==> config.mk <==
export PLATFORM = sky130hd
export DESIGN_NAME = riscv_ras_stack
export DESIGN_NICKNAME = d
export VERILOG_FILES = /design/src/rtl/riscv_pkg.sv /design/src/rtl/riscv_ras_mem.sv /design/src/rtl/riscv_ras_stack.sv
export SDC_FILE = /design/constraint.sdc
export NUM_CORES = 1
export LEC_CHECK = 0
export ABC_AREA = 1
export BUFFER_PORTS_ARGS = -buffer_cell sky130_fd_sc_hd__clkbuf_2
export CORE_AREA = 4 4 380 382
export CTS_CLUSTER_DIAMETER = 30
export CTS_CLUSTER_SIZE = 40
export DETAILED_ROUTE_END_ITERATION = 16
export DIE_AREA = 0 0 384 386
export PLACE_DENSITY = 0.49
export REMOVE_ABC_BUFFERS = 1
export SYNTH_ARGS = -nofsm -noshare
export SYNTH_HDL_FRONTEND = slang
export SYNTH_SLANG_ARGS = --single-unit
==> constraint.sdc <==
create_clock -name clk -period 4.2 [get_ports clk]
set_clock_uncertainty 0.2 [all_clocks]
set_input_delay 0.84 -clock clk [delete_from_list [all_inputs] [get_ports clk]]
set_output_delay 0.84 -clock clk [all_outputs]
set_load 0.1 [all_outputs]
==> src/rtl/riscv_pkg.sv <==
// -----------------------------------------------------------------------------
// riscv_pkg
// Shared definitions for the return-address stack (RAS) slice.
//   RAS_ADDR_WIDTH    : default width of a return address / index port
//   RAS_DEPTH_DEFAULT : default number of stack entries (power of two)
//   ras_entry_t       : one stored return address at the default width
// Optional feature macro used by this slice: RISCV_RAS_BYPASS_EN
// -----------------------------------------------------------------------------
package riscv_pkg;

  localparam int RAS_ADDR_WIDTH    = 64;
  localparam int RAS_DEPTH_DEFAULT = 16;

  typedef logic [RAS_ADDR_WIDTH-1:0] ras_entry_t;

endpackage

==> src/rtl/riscv_ras_mem.sv <==
// -----------------------------------------------------------------------------
// riscv_ras_mem
// One-write / one-read register array holding the RAS entries. The read port
// is registered: o_rdata updates one cycle after i_re and holds otherwise.
// All entries and the read register clear asynchronously on nreset low.
//
// Ports:
//   clk, nreset       : clock (rising edge) and async active-low reset
//   i_we, i_waddr     : write strobe and entry index
//   i_wdata           : data written to mem[i_waddr]
//   i_re, i_raddr     : read strobe and entry index
//   o_rdata           : registered read data
//
// Macro RISCV_RAS_BYPASS_EN: when defined, a same-cycle write and read of the
// same index returns the new write data instead of the stored entry.
// -----------------------------------------------------------------------------
module riscv_ras_mem
  import riscv_pkg::*;
#(
  parameter int DATA_WIDTH = RAS_ADDR_WIDTH,
  parameter int DEPTH      = RAS_DEPTH_DEFAULT,
  parameter int PTR_WIDTH  = $clog2(DEPTH)
) (
  input  logic                  clk,
  input  logic                  nreset,
  input  logic                  i_we,
  input  logic [PTR_WIDTH-1:0]  i_waddr,
  input  logic [DATA_WIDTH-1:0] i_wdata,
  input  logic                  i_re,
  input  logic [PTR_WIDTH-1:0]  i_raddr,
  output logic [DATA_WIDTH-1:0] o_rdata
);

  logic [DATA_WIDTH-1:0] mem_q [DEPTH];
  logic [DATA_WIDTH-1:0] mem_d [DEPTH];
  logic [DATA_WIDTH-1:0] rdata_q;
  logic [DATA_WIDTH-1:0] rdata_d;

  // Read samples mem_q (pre-write contents), giving read-before-write
  // behaviour on an index collision unless the bypass is built in.
  always_comb begin
    mem_d   = mem_q;
    rdata_d = rdata_q;
    if (i_we) begin
      mem_d[i_waddr] = i_wdata;
    end
    if (i_re) begin
      rdata_d = mem_q[i_raddr];
`ifdef RISCV_RAS_BYPASS_EN
      if (i_we && (i_waddr == i_raddr)) begin
        rdata_d = i_wdata;
      end
`else
`endif
    end
  end

  always_ff @(posedge clk or negedge nreset) begin
    if (!nreset) begin
      for (int i = 0; i < DEPTH; i++) begin
        mem_q[i] <= '0;
      end
      rdata_q <= '0;
    end else begin
      mem_q   <= mem_d;
      rdata_q <= rdata_d;
    end
  end

  assign o_rdata = rdata_q;

endmodule

==> src/rtl/riscv_ras_stack.sv <==
// -----------------------------------------------------------------------------
// riscv_ras_stack
// Indexed return-address stack. The RAS arbiter supplies explicit push/pop
// indices; this block stores return addresses, returns predictions with one
// cycle of latency, and tracks occupancy plus sticky overflow/underflow flags.
//
// Ports:
//   clk, nreset                 : clock (rising edge), async active-low reset
//   enable                      : global qualifier, low freezes all state
//   i_flush                     : clears occupancy, valid and sticky flags
//   i_push, i_push_addr         : write request and index (low PTR bits used)
//   i_push_data                 : return address to store
//   i_pop, i_pop_addr           : read request and index (low PTR bits used)
//   o_pop_data, o_pop_valid     : predicted return address + 1-cycle qualifier
//   o_occupancy                 : live entries, 0..RAS_DEPTH
//   o_empty, o_full             : occupancy == 0 / == RAS_DEPTH
//   o_overflow, o_underflow     : sticky error flags
//
// Macro RISCV_RAS_BYPASS_EN: forward push data to a same-cycle pop of the
// same index (otherwise the old entry is returned).
// -----------------------------------------------------------------------------
module riscv_ras_stack
  import riscv_pkg::*;
#(
  parameter int ADDR_WIDTH = RAS_ADDR_WIDTH,
  parameter int RAS_DEPTH  = RAS_DEPTH_DEFAULT
) (
  input  logic                          clk,
  input  logic                          nreset,
  input  logic                          enable,
  input  logic                          i_flush,
  input  logic                          i_push,
  input  logic                          i_pop,
  input  logic [ADDR_WIDTH-1:0]         i_push_addr,
  input  logic [ADDR_WIDTH-1:0]         i_pop_addr,
  input  logic [ADDR_WIDTH-1:0]         i_push_data,
  output logic [ADDR_WIDTH-1:0]         o_pop_data,
  output logic                          o_pop_valid,
  output logic [$clog2(RAS_DEPTH):0]    o_occupancy,
  output logic                          o_empty,
  output logic                          o_full,
  output logic                          o_overflow,
  output logic                          o_underflow
);

  localparam int PTR_WIDTH = $clog2(RAS_DEPTH);
  localparam logic [PTR_WIDTH:0] OCC_FULL = (PTR_WIDTH+1)'(RAS_DEPTH);
  localparam logic [PTR_WIDTH:0] OCC_ONE  = (PTR_WIDTH+1)'(1);

  logic [PTR_WIDTH:0] occ_q, occ_d;
  logic               ovf_q, ovf_d;
  logic               unf_q, unf_d;
  logic               valid_q, valid_d;
  logic               is_empty, is_full;
  logic               push_ok, pop_ok;
  logic               unused_addr_bits;

  // Index arithmetic wraps modulo RAS_DEPTH, so the upper index bits are
  // intentionally ignored.
  assign unused_addr_bits = ^{i_push_addr[ADDR_WIDTH-1:PTR_WIDTH],
                              i_pop_addr[ADDR_WIDTH-1:PTR_WIDTH]};

  assign is_empty = (occ_q == '0);
  assign is_full  = (occ_q == OCC_FULL);

  // Flush wins over push/pop; a pop only reads when something is live.
  assign push_ok = i_push && enable && !i_flush;
  assign pop_ok  = i_pop  && enable && !i_flush && !is_empty;

  riscv_ras_mem #(
    .DATA_WIDTH (ADDR_WIDTH),
    .DEPTH      (RAS_DEPTH),
    .PTR_WIDTH  (PTR_WIDTH)
  ) u_mem (
    .clk     (clk),
    .nreset  (nreset),
    .i_we    (push_ok),
    .i_waddr (i_push_addr[PTR_WIDTH-1:0]),
    .i_wdata (i_push_data),
    .i_re    (pop_ok),
    .i_raddr (i_pop_addr[PTR_WIDTH-1:0]),
    .o_rdata (o_pop_data)
  );

  // A push at full still writes (the wrapped index overwrites the oldest
  // entry) but occupancy saturates and the overflow flag sticks. A push and
  // pop together leave occupancy unchanged.
  always_comb begin
    occ_d   = occ_q;
    ovf_d   = ovf_q;
    unf_d   = unf_q;
    valid_d = pop_ok;
    if (enable) begin
      if (i_flush) begin
        occ_d = '0;
        ovf_d = 1'b0;
        unf_d = 1'b0;
      end else begin
        if (i_pop && is_empty) begin
          unf_d = 1'b1;
        end
        if (i_push && !i_pop) begin
          if (is_full) begin
            ovf_d = 1'b1;
          end else begin
            occ_d = occ_q + OCC_ONE;
          end
        end else if (pop_ok && !i_push) begin
          occ_d = occ_q - OCC_ONE;
        end
      end
    end
  end

  always_ff @(posedge clk or negedge nreset) begin
    if (!nreset) begin
      occ_q   <= '0;
      ovf_q   <= 1'b0;
      unf_q   <= 1'b0;
      valid_q <= 1'b0;
    end else begin
      occ_q   <= occ_d;
      ovf_q   <= ovf_d;
      unf_q   <= unf_d;
      valid_q <= valid_d;
    end
  end

  assign o_pop_valid = valid_q;
  assign o_occupancy = occ_q;
  assign o_empty     = is_empty;
  assign o_full      = is_full;
  assign o_overflow  = ovf_q;
  assign o_underflow = unf_q;

endmodule

Word level (Yosys, flattened, before mapping)
Cells that the tools add are included.

Bits of input ports: 198. Word-level logic and storage cells: 66. Register bits: 1096. Output and inout port bits: 74.

Equality and inequality tests: 2. Bitwise operators: 2. Mux-type cells: 15. $add $sub $neg: 2. Order comparisons: 3. Reductions and logical operators: 21.

Operator list (number): $bwmux 1024 (1); $bmux 64 s4 (1); $demux 64 s4 (1); $mux 64 (3); $mux 5 (4); $ge 5x5->1 const B (2); $not 4->5 (2); $logic_and 1x1->1 (9); $reduce_and 3->1 (2); $reduce_bool 2->1 (3); $add 5x1->5 const B (1); $eq 5x5->1 const B (1); $logic_not 5->1 (1); $lt 5x1->1 const B (1); $mux 1 (5); $sub 5x1->5 const B (1); $logic_not 1->1 (4); $ne 3x3->1 const B (1); $reduce_bool 3->1 (1); $reduce_and 2->1 (1).

Logic depth before layout (Yosys ltp)
Depth in word-level cells: 7. Gate-level depth with buffers: 12. Depth with buffers taken out: 11.

Hierarchy
From an unflattened synthesis, not the netlist that was laid out.

Cell total of the unflattened synthesis: 6134. Area total of the unflattened synthesis: 49521.2 um^2.

By module, submodules not included: riscv_ras_mem (sequential area each 27226.1 um^2, cells each 6056, area each 48888.1 um^2, times used 1); riscv_ras_stack (sequential area each 200.2 um^2, cells each 78, area each 633.1 um^2, times used 1).

Worst setup path after synthesis
No wires, ideal clock.

Path type: register -> output. From: register occ_q[4] (netlist: o_occupancy[4]). To: output o_full. Slack: 0.716 ns. Data required time: 3.160 ns. Stages on the path, launching flop included: 3. Arrival: 2.444 ns. Buffers on the path: 0. Path through: dfrtp_1 -> inv_1 -> nor2_1.

Word-level cells in the longest chain between the ends: 1.

Ends and longest elaborated chain: from (decl) (RTL line riscv_ras_stack.sv:50) `logic [PTR_WIDTH:0] occ_q, occ_d;`; from (signal assigned) (RTL line riscv_ras_stack.sv:117) `occ_q <= '0;`; from (signal assigned) (RTL line riscv_ras_stack.sv:122) `occ_q <= occ_d;`; $eq 5x5->1 (RTL line riscv_ras_stack.sv:64) `assign is_full = (occ_q == OCC_FULL);`; to (decl) (RTL line riscv_ras_stack.sv:41) `output logic o_full,`.

Every way passes these cells.

Worst setup path after layout
From: register occ_q[0] (netlist: o_occupancy[0]). To: output o_empty.

Word-level cells in the longest chain between the ends: 1.

Ends and longest elaborated chain: $logic_not 5->1 (RTL line riscv_ras_stack.sv:63) `assign is_empty = (occ_q == '0);`; to (decl) (RTL line riscv_ras_stack.sv:40) `output logic o_empty,`.

Every way passes these cells.

==> results_dict.tcl <==
set metrics [dict create \
    drt-initial-drc-count 3489 \
    yosysWarnings 0 \
    worst-path-buf-inv 2 \
    clkSinkCount 1096 \
    initial_utilization_pct 34.7 \
    gr-total-overflow 0 \
    static-leakage-power_uw 0.0295 \
    worst_path_max_delay_cell "clkbuf_2" \
    clockBufferDepth 4 \
    critPathCaptureType "primary output" \
    rsz0062_at_grt "no" \
    setup_viol 0 \
    gp_congestion 0.734 \
    routed_via_density 5.00 \
    synth_cell_types 25 \
    start_kind "flip-flop" \
    die_area_um2 148000 \
    drv_slew 0 \
    place_ws_ns 1.02 \
    grt_max_degree 157 \
    synth_area_um2 49000 \
    drive_gt1_share_pct 12.0 \
    vdd_drop_max_uv 557 \
    whs_path_depth 4 \
    layout_setup_ws_ns 0.829 \
    final.setup.tns_ns 0 \
    io_pins 272 \
    antenna_found_initial 2 \
    cp_max_fo 6 \
    fin_util_pct 44.0 \
    cts_buffers 308 \
    firstDrtPassIters 6 \
    pwr_density_cell_nw_per_um2 682 \
    worstHoldPathType "input pin to flip-flop" \
    synth_area_leaders "dfrtp_1 (56%), nand2_1 (19%), o21ai_0 (9.6%)" \
    path_clk_slew_ns 0.04 \
    die-height_um 386 \
    coreArea_um2 141000 \
    vias 41391 \
    r2r_end "u_mem.o_rdata[10]" \
    num_rows 138 \
    worstPathRequired_ns 3.16 \
    cts-hold-fix-buffers 1 \
    avgSynthCellArea_um2 7.99 \
    post-route-drc-count 0 \
    worst_path_largest_cell_delay_ns 0.46 \
    status "complete, no violations" \
    crit_start "o_occupancy[0]" \
    nets 6378 \
    reg2reg_depth 6 \
    wl_um 157000 \
    post-cts-setup-buffer-count 0 \
    wire_per_inst_um 18.9 \
    area_growth_pct 26.5 \
    max-cap-violations 0 \
    finalCriticalPeriod_ns 3.37 \
    detail-route-antenna-nets 0 \
    synth_top_area_share_pct 55.9 \
    ys_seq_area_share_pct 55.9 \
    portBuffers 151 \
    critPathTopFamily "buffers and inverters" \
    yosysTopAreaCell "dfrtp_1" \
    ys_seq_elements 1096 \
    cts_max_level 5 \
    worstHoldStart "enable" \
    cts_resized 0 \
    hpwl_um 77200 \
    grt_pass1_vias 41237 \
    synthCells 6132 \
    tritoncts "done" \
    hold_viol_final 0 \
    place_inst 7754 \
    tightest_slew_ns 0.938 \
    clkLatencyLatePin_ns 0.89 \
    grt_pass1_wl_um 247000 \
    arrival_ns 2.33 \
    clockRootBuffer "clkbuf_16" \
    worstHoldEndpoint "o_underflow" \
    grtUsageTotal_pct 21.3 \
    r2r_start "o_occupancy[0]" \
    post-route-period-util_pct 80.3 \
    crit_chain "nor2_1 > nand4_1 > inv_1 > clkbuf_2" \
    r2r_setup_slack_ns 1.89 \
    slew_headroom_pct 37.5 \
    critPathKind "flip-flop to primary output" \
    fmax_mhz 297 \
    final_cells 8286 \
    hold_ws_ns 0.150 \
    die_x_um 384 \
]
logic make-up (layout without fill, tap and decap cells):
kind of cell	after synthesis	in the layout	share of synthesized area, %
AND/OR/NAND/NOR	3405	3405	28.2
flip-flops	1096	1096	55.9
AO/OA/AOI/OAI	1028	1028	10.5
buffers and inverters	597	860	5.21
adder cells (fa/ha/maj)	5	5	0.143
XOR/XNOR	1	1	0.0179
other	0	1	0
placed cells by master (no fill, tap or decap), drive strengths merged, types with 3 or more instances in the layout:
cell type     n
nor2         81
nand3       786
o21ai       960
inv          91
clkinvlp     23
bufinv       46
buf          99
ha            4
a21oi        66
clkinv       44
nand3b        3
dfrtp      1096
nand4         3
clkbuf      556
nand2      2531
sequential cells by signal, summed over array words and instances (netlist names):
name	flops
o_pop_valid	1
u_mem.o_rdata	64
o_overflow	1
o_underflow	1
o_occupancy	5
u_mem.mem_q	1024
worst min-delay path, stage by stage:
cell and delay, ns:
clkbuf_2 0.15, nand2_1 0.06, inv_1 0.07, nor2_1 0.04
power breakdown:
group / total (uW) / internal, uW / switching [uW]
Sequential: 13000 / 12200 / 827
Combinational: 5480 / 1400 / 4070
Clock: 23800 / 17200 / 6600
worst max-delay path by stage:
stage / cells after the start / endpoint
3_3_place_gp: 8 / u_mem.mem_q[533]
2_1_floorplan: 4 / u_mem.mem_q[1000]
6_report: 4 / o_empty
4_1_cts: 4 / o_empty
3_5_place_dp: 7 / u_mem.mem_q[638]
5_1_grt: 4 / o_empty
cell usage after synthesis, drive strengths merged:
master and number:
nor2 81, or2 1, nand2 2531, inv 83, ha 4, nand3 786
fa 1, o21ai 960, nand4 3, xnor2 1, buf 261, a21oi 66
nand3b 3, clkbuf 253, a31oi 1, dfrtp 1096, a21boi 1
routing by layer:
layer / GRT usage [%] / wire length [um] / part of all wire [%]
met4: 5.60 / 2790 / 1.8
met1: 30.0 / 74800 / 48
met2: 33.6 / 71100 / 45
met5: 0 / 13 / 0.0083
met3: 4.30 / 8330 / 5.3
area by class of cell:
cell class                 count  area, um^2
antenna                        1        2.50
inverter                      83         337
fill                       14106       79100
clock inverter               121        1860
timing repair buffer         247        2060
clock buffer                 409        8770
sequential                  1096       27400
multi-input combinational   4439       19200
tap                         1890        2360
metrics by stage:
stage | instance area (um^2) | power (uW)
2_1_floorplan | 46800 | 17000
3_3_place_gp | 51400 | 18600
3_5_place_dp | 51400 | 18600
4_1_cts | 62000 | 42800
5_1_grt | 62000 | 44200
6_report | 62000 | 42300
(Power assumes the default switching activity.)
